## config.mk

```make
export PLATFORM = sky130hd
export DESIGN_NAME = s_p_flat
export DESIGN_NICKNAME = d
export VERILOG_FILES = /design/src/rtl/s_p_if.sv /design/src/rtl/s_p.sv /design/src/flat_wrapper.sv
export SDC_FILE = /design/constraint.sdc
export NUM_CORES = 1
export LEC_CHECK = 0
export ABC_AREA = 1
export BUFFER_PORTS_ARGS = -buffer_cell sky130_fd_sc_hd__buf_2
export CAP_MARGIN = 20
export CORE_AREA = 3 3 325 327
export CTS_CLUSTER_DIAMETER = 150
export DETAILED_ROUTE_END_ITERATION = 12
export DIE_AREA = 0 0 328 330
export PLACE_DENSITY = 0.66
export SETUP_SLACK_MARGIN = 0.05
export SYNTH_ARGS = -nofsm -noshare
export SYNTH_HDL_FRONTEND = slang
export SYNTH_SLANG_ARGS = --single-unit
```

## constraint.sdc

```tcl
create_clock -name clk -period 9 [get_ports clk]
set_clock_uncertainty 0.1 [all_clocks]
set_input_delay 0.9 -clock clk [delete_from_list [all_inputs] [get_ports clk]]
set_output_delay 0.9 -clock clk [all_outputs]
set_load 0.03 [all_outputs]
```

## src/rtl/s_p_if.sv

```systemverilog
// Stream interface of the FFT-input serial-to-parallel converter.
// The source (master) drives serial samples. The converter (slave) returns 4-lane beats.
interface s_p_if #(
  parameter int DATA_W = 34
);
  logic [DATA_W-1:0]   data_in;
  logic                in_valid;
  logic                in_sof;
  logic [4*DATA_W-1:0] data_out;
  logic                out_valid;
  logic                out_sof;

  modport master (
    output data_in, in_valid, in_sof,
    input  data_out, out_valid, out_sof
  );

  modport slave (
    input  data_in, in_valid, in_sof,
    output data_out, out_valid, out_sof
  );
endinterface

```

## src/rtl/s_p.sv

```systemverilog
// Serial-to-parallel converter: 16-sample frames become four 4-lane beats through a ping-pong buffer (S_P_BITREV_EN enables bit-reversed placement).
// Latency: the first beat is registered one edge after sample 15 is written. Four beats follow back-to-back.
// Backpressure: none. A frame (16 cycles or more) always outlasts a drain (4 cycles).
module s_p #(
  parameter int DATA_W  = 34,
  parameter int FRAME_N = 16,
  parameter int LANES   = 4
) (
  input  logic clk,
  input  logic rst_n,
  s_p_if.slave bus
);
  localparam int AW    = $clog2(FRAME_N);
  localparam int BEATS = FRAME_N / LANES;
  localparam int BW    = $clog2(BEATS);

  logic [DATA_W-1:0]       mem [2][FRAME_N];
  logic [AW-1:0]           wr_idx;
  logic [AW-1:0]           addr;
  logic [AW-1:0]           waddr;
  logic                    wr_bank;
  logic                    rd_bank;
  logic                    rd_busy;
  logic [BW-1:0]           rd_beat;
  logic                    frame_done;
  logic [LANES*DATA_W-1:0] data_out_q;
  logic                    out_valid_q;
  logic                    out_sof_q;

  // A start-of-frame forces index 0, which also drops any partial frame.
  assign addr       = bus.in_sof ? '0 : wr_idx;
  assign frame_done = bus.in_valid && (addr == AW'(FRAME_N - 1));

`ifdef S_P_BITREV_EN
  assign waddr = {addr[0], addr[1], addr[2], addr[3]};
`else
  assign waddr = addr;
`endif

  always_ff @(posedge clk) begin
    if (bus.in_valid) begin
      mem[wr_bank][waddr] <= bus.data_in;
    end
  end

  always_ff @(posedge clk or negedge rst_n) begin
    if (!rst_n) begin
      wr_idx  <= '0;
      wr_bank <= 1'b0;
      rd_bank <= 1'b0;
      rd_busy <= 1'b0;
      rd_beat <= '0;
    end else begin
      if (bus.in_valid) begin
        wr_idx <= addr + AW'(1);
      end
      if (frame_done) begin
        wr_bank <= ~wr_bank;
        rd_bank <= wr_bank;
        rd_busy <= 1'b1;
        rd_beat <= '0;
      end else if (rd_busy) begin
        rd_beat <= rd_beat + BW'(1);
        if (rd_beat == BW'(BEATS - 1)) begin
          rd_busy <= 1'b0;
        end
      end
    end
  end

  // Lane j of beat k carries sample LANES*... i.e. index j*BEATS + k.
  always_ff @(posedge clk or negedge rst_n) begin
    if (!rst_n) begin
      data_out_q  <= '0;
      out_valid_q <= 1'b0;
      out_sof_q   <= 1'b0;
    end else if (rd_busy) begin
      for (int j = 0; j < LANES; j++) begin
        data_out_q[j*DATA_W +: DATA_W] <= mem[rd_bank][AW'(j*BEATS) + AW'(rd_beat)];
      end
      out_valid_q <= 1'b1;
      out_sof_q   <= (rd_beat == '0);
    end else begin
      out_valid_q <= 1'b0;
      out_sof_q   <= 1'b0;
    end
  end

  assign bus.data_out  = data_out_q;
  assign bus.out_valid = out_valid_q;
  assign bus.out_sof   = out_sof_q;
endmodule

```

## src/flat_wrapper.sv

```systemverilog
// flat-port wrapper written by rule: the top's interface ports become plain ports
module s_p_flat 
#(
  parameter int DATA_W  = 34,
  parameter int FRAME_N = 16,
  parameter int LANES   = 4
)
  (clk, rst_n, bus_data_in, bus_in_valid, bus_in_sof, bus_data_out, bus_out_valid, bus_out_sof);
  s_p_if #(.DATA_W(DATA_W)) bus_i ();
  input  logic clk;
  input  logic rst_n;
  input wire logic [$bits(bus_i.data_in)-1:0] bus_data_in;
  input wire logic [$bits(bus_i.in_valid)-1:0] bus_in_valid;
  input wire logic [$bits(bus_i.in_sof)-1:0] bus_in_sof;
  output wire logic [$bits(bus_i.data_out)-1:0] bus_data_out;
  output wire logic [$bits(bus_i.out_valid)-1:0] bus_out_valid;
  output wire logic [$bits(bus_i.out_sof)-1:0] bus_out_sof;
  assign bus_i.data_in = bus_data_in;
  assign bus_i.in_valid = bus_in_valid;
  assign bus_i.in_sof = bus_in_sof;
  assign bus_data_out = bus_i.data_out;
  assign bus_out_valid = bus_i.out_valid;
  assign bus_out_sof = bus_i.out_sof;
  s_p #(.DATA_W(DATA_W), .FRAME_N(FRAME_N), .LANES(LANES)) u_core (.clk(clk), .rst_n(rst_n), .bus(bus_i));
endmodule
```

==> metrics.sh <==
INITIALDRTVIOLATIONCOUNT=3656
TOTAL_DIE_AREA_UM2=108000
FINAL_CELL_MIX='sky130_fd_sc_hd__nand2_1, sky130_fd_sc_hd__edfxtp_1, sky130_fd_sc_hd__inv_1'
WORST_PATH_ARRIVAL_TIME_NS=4.03
DIE_H_UM=330
WORSTPATHREQUIRED_NS=9.47
CORE-AREA_UM2=103000
DRTPASS1ITERATIONS=6
SYNTH_SEQ_CELLS=1235
POSTCTSSETUPBUFFERS=0
GRT-OVFL-TOTAL=0
TIMING.CRITICAL_PATH.SLOWEST_STAGE_CELL='sky130_fd_sc_hd__dfrtp_4'
POST_ROUTE_CELLS_DRIVE_ABOVE_1_SHARE_PCT=9.05
FINAL.MIN_CLOCK_PERIOD_NS=3.57
TRITONCTS.NUM_BUFFERS=119
SYNTH.DISTINCT_CELLS=20
FINALHOLDVIOLCOUNT=0
ROUTE.DETAILED.DRC=0
AREA_GROWTH_PCT=12.3
ANTENNA_FOUND_INITIAL=11
DIE-WIDTH_UM=328
SYN-INSTANCE-COUNT=4841
CTS_MAX_LEVEL=3
TRITONCTS='built'
CTS_REPAIR_RESIZE_COUNT=0
FINALCRITPERIODSHARE_PCT=39.6
CRITICAL_PATH.STARTPOINT_TYPE='flip-flop'
CLOCK_TRANSITION_TIME_AT_THE_FLIP_FLOP_CLOCK_PINS_OF_THE_WORST_SETUP_AND_HOLD_PATHS_NS=0.06
WL_UM=130000
SYN-MEAN-INSTANCE-AREA_UM2=10.6
WORST_PIN_SLEW_NS=1.15
INSERTION_DELAY_NS=0.69
CLKSINKCOUNT=1235
GRT.TOTAL_USAGE_PCT=24.0
GRT_SETUP_UNREPAIRED='no'
SYNTH-SEQ-AREA-SHARE_PCT=70.9
CRITICAL_PATH.MOST_COMMON_CELL='sky130_fd_sc_hd__nand3_1'
FILLCELLCOUNT=8522
GRT_FIRST_PASS_WIRELENGTH_UM=196000
WORSTPATHBUFFERINVERTERCOUNT=2
STD_CELL_ROWS=118
WORSTSETUPENDPOINTTYPE='flip-flop'
CTS.PATH.MAX_BUFFERS=3
CTS_ROOT_BUFFER='sky130_fd_sc_hd__clkbuf_16'
FIRST_GLOBAL_VIAS=32645
DRT-VIAS-PER-INSTANCE=5.22
TIMING.FMAX_MHz=280
IO_PINS=176
CELLPOWERDENSITY_nW_PER_UM2=272
FOOTPRINT_OF_THE_MULTI_INPUT_GATES_UM2=10800
TIMING_WORST_SETUP_PATH_TYPE='flip-flop to flip-flop'
CRIT_PATH_CELL_TRACE='buf_4 > buf_4 > nand2_1 > nand3_1 > nand3_1 > nand3_1 > nand2_1'
ROUTE.DETAILED.WL_PER_INST_UM=20.2
SYN-CELL-AREA_UM2=51300
NUM-NETS-FINAL=4986
TIMING.SETUP.TNS_NS=0
STATUS='complete, no violations'
VIA_COUNT=33590
SYN-NUM-NETS=4881
POST_CTS_HOLD_BUFFER_COUNT=0
AREA.SEQUENTIAL_UM2=36400
PRE_CTS_SLACK_NS=5.46
FINAL_HPWL_FROM_DETAILED_PLACEMENT_UM=66600
PORT_BUFFERS=175
MAXIMUM_NUMBER_OF_PINS_ON_ONE_NET_BEFORE_GLOBAL_ROUTE_REPAIR=233
FINAL.SETUP.WORST_SLACK_NS=5.43
FINAL_MAX_SLEW_VIOL_COUNT=0
FINAL-SETUP-VIOL-COUNT=0
CPPEAKSTAGEDELAY_NS=0.94
MAX_CAP_VIOLATIONS=0
WORST_PATH_DOMINANT_CELL_FAMILY='buffers and inverters'
GPL.FINAL_WEIGHTED_CONGESTION=0.785
IRDROPWORSTVDD_mV=0.188
ANT_NETS=0
CELLLEAKAGEPOWER_nW=24.9
CRITICAL_PATH.MAX_FANOUT=89
WARNINGS_SYNTHESIS=0
FLOORPLAN.INITIALDENSITY_PCT=49.7
MAX-SLEW-MARGIN-REL_PCT=23.0
WORSTHOLDPATHTYPE='input pin to async pin'
LAYOUT.CELLS.MOST_COMMON='sky130_fd_sc_hd__nand2_1'
[layout make-up]
class                      count  area share (%)
clock buffer                 173            6.00
timing repair buffer         229            2.62
sequential                  1235            63.2
multi-input combinational   2530            18.8
tap                         1380            3.00
inverter                     831            5.46
clock inverter                54           0.950
antenna                        3          0.0130
[per-stage QoR]
step / total power, W / area [um^2] / hold WS, ns / utilization (%) / instances
global placement: 0.0107 / 53300 / 0.360 / 51.6 / 6193
global route: 0.0163 / 57500 / 0.267 / 55.8 / 6433
floorplan: 0.00944 / 51300 / 0.249 / - / 4841
CTS: 0.0157 / 57500 / 0.207 / 55.7 / 6431
detailed placement: 0.0107 / 53500 / 0.361 / 51.9 / 6204
finish: 0.0156 / 57600 / 0.198 / 55.8 / 6435
[per-layer routing]
metal / part of all wire [%] / routed length (um) / vias to the layer above / global-route usage, %
met5: 0 / 0 / - / 0
met4: 4.0 / 5150 / 0 / 10.8
met3: 6.9 / 8930 / 220 / 2.98
met2: 48 / 62800 / 1201 / 39.9
met1: 41 / 53400 / 16407 / 31.8
li1: - / - / 15762 / -
[path summary, 6_finish.rpt]
check / start / to / slack, ns / cells past startpoint
setup / recovery: u_core.rd_bank$_DFFE_PN0P_ / u_core.bus.data_out[45]$_DFFE_PN0P_ / 5.43 / 7
hold / removal: rst_n / u_core.bus.data_out[87]$_DFFE_PN0P_ / 0.20 / 1
setup reg to reg: u_core.rd_bank$_DFFE_PN0P_ / u_core.bus.data_out[45]$_DFFE_PN0P_ / 5.43 / 7
hold reg to reg: u_core.bus.data_out[115]$_DFFE_PN0P_ / u_core.bus.data_out[115]$_DFFE_PN0P_ / 0.37 / 2
max in group asynchronous: rst_n / u_core.rd_beat[1]$_DFFE_PN0P_ / 6.93 / 2
min in group clk: u_core.bus.data_out[115]$_DFFE_PN0P_ / u_core.bus.data_out[115]$_DFFE_PN0P_ / 0.37 / 2
[where the power goes]
part           internal [W]  switching (W)  leakage (nW)
logic              0.000944        0.00261          11.3
registers           0.00666       0.000375          11.6
clock network       0.00295        0.00210          1.97
[sequential cells by signal, indices dropped and copies added, names as in the netlist]
name,cells
u_core.rd_busy,1
u_core.rd_bank,1
u_core.mem,1088
u_core.wr_bank,1
u_core.wr_idx,4
u_core.bus.data_out,136
u_core.bus.out_valid,1
u_core.rd_beat,2
u_core.bus.out_sof,1
[Yosys cell counts]
library cell	instances	share of area, %
sky130_fd_sc_hd__nor2_1	39	0.29
sky130_fd_sc_hd__buf_2	98	0.96
sky130_fd_sc_hd__edfxtp_1	1088	64
sky130_fd_sc_hd__dfrtp_1	147	7.2
sky130_fd_sc_hd__o21ai_0	8	0.078
sky130_fd_sc_hd__buf_6	13	0.29
sky130_fd_sc_hd__a211oi_1	1	0.015
sky130_fd_sc_hd__clkbuf_1	72	0.53
sky130_fd_sc_hd__nand4_1	1	0.012
sky130_fd_sc_hd__a21oi_1	1	0.0098
sky130_fd_sc_hd__nor3_1	2	0.020
sky130_fd_sc_hd__nand3_1	818	8.0
sky130_fd_sc_hd__xnor2_1	1	0.017
sky130_fd_sc_hd__nor4_1	1	0.012
sky130_fd_sc_hd__inv_2	1	0.0073
sky130_fd_sc_hd__buf_1	40	0.29
sky130_fd_sc_hd__inv_1	830	6.1
sky130_fd_sc_hd__buf_4	22	0.32
sky130_fd_sc_hd__nand2_1	1656	12
sky130_fd_sc_hd__ha_1	2	0.049
[kinds of logic (layout without fill, tap and decap cells)]
kind of cell,after synthesis,in the layout,share of synthesized area (%)
AND/OR/NAND/NOR,2517,2517,20.4
flip-flops,1235,1235,70.9
buffers and inverters,1076,1287,8.47
AO/OA/AOI/OAI,10,10,0.103
adder cells (fa/ha/maj),2,2,0.0488
XOR/XNOR,1,1,0.0171
other,0,3,0
No activity file was read; power rests on OpenSTA's default activity.
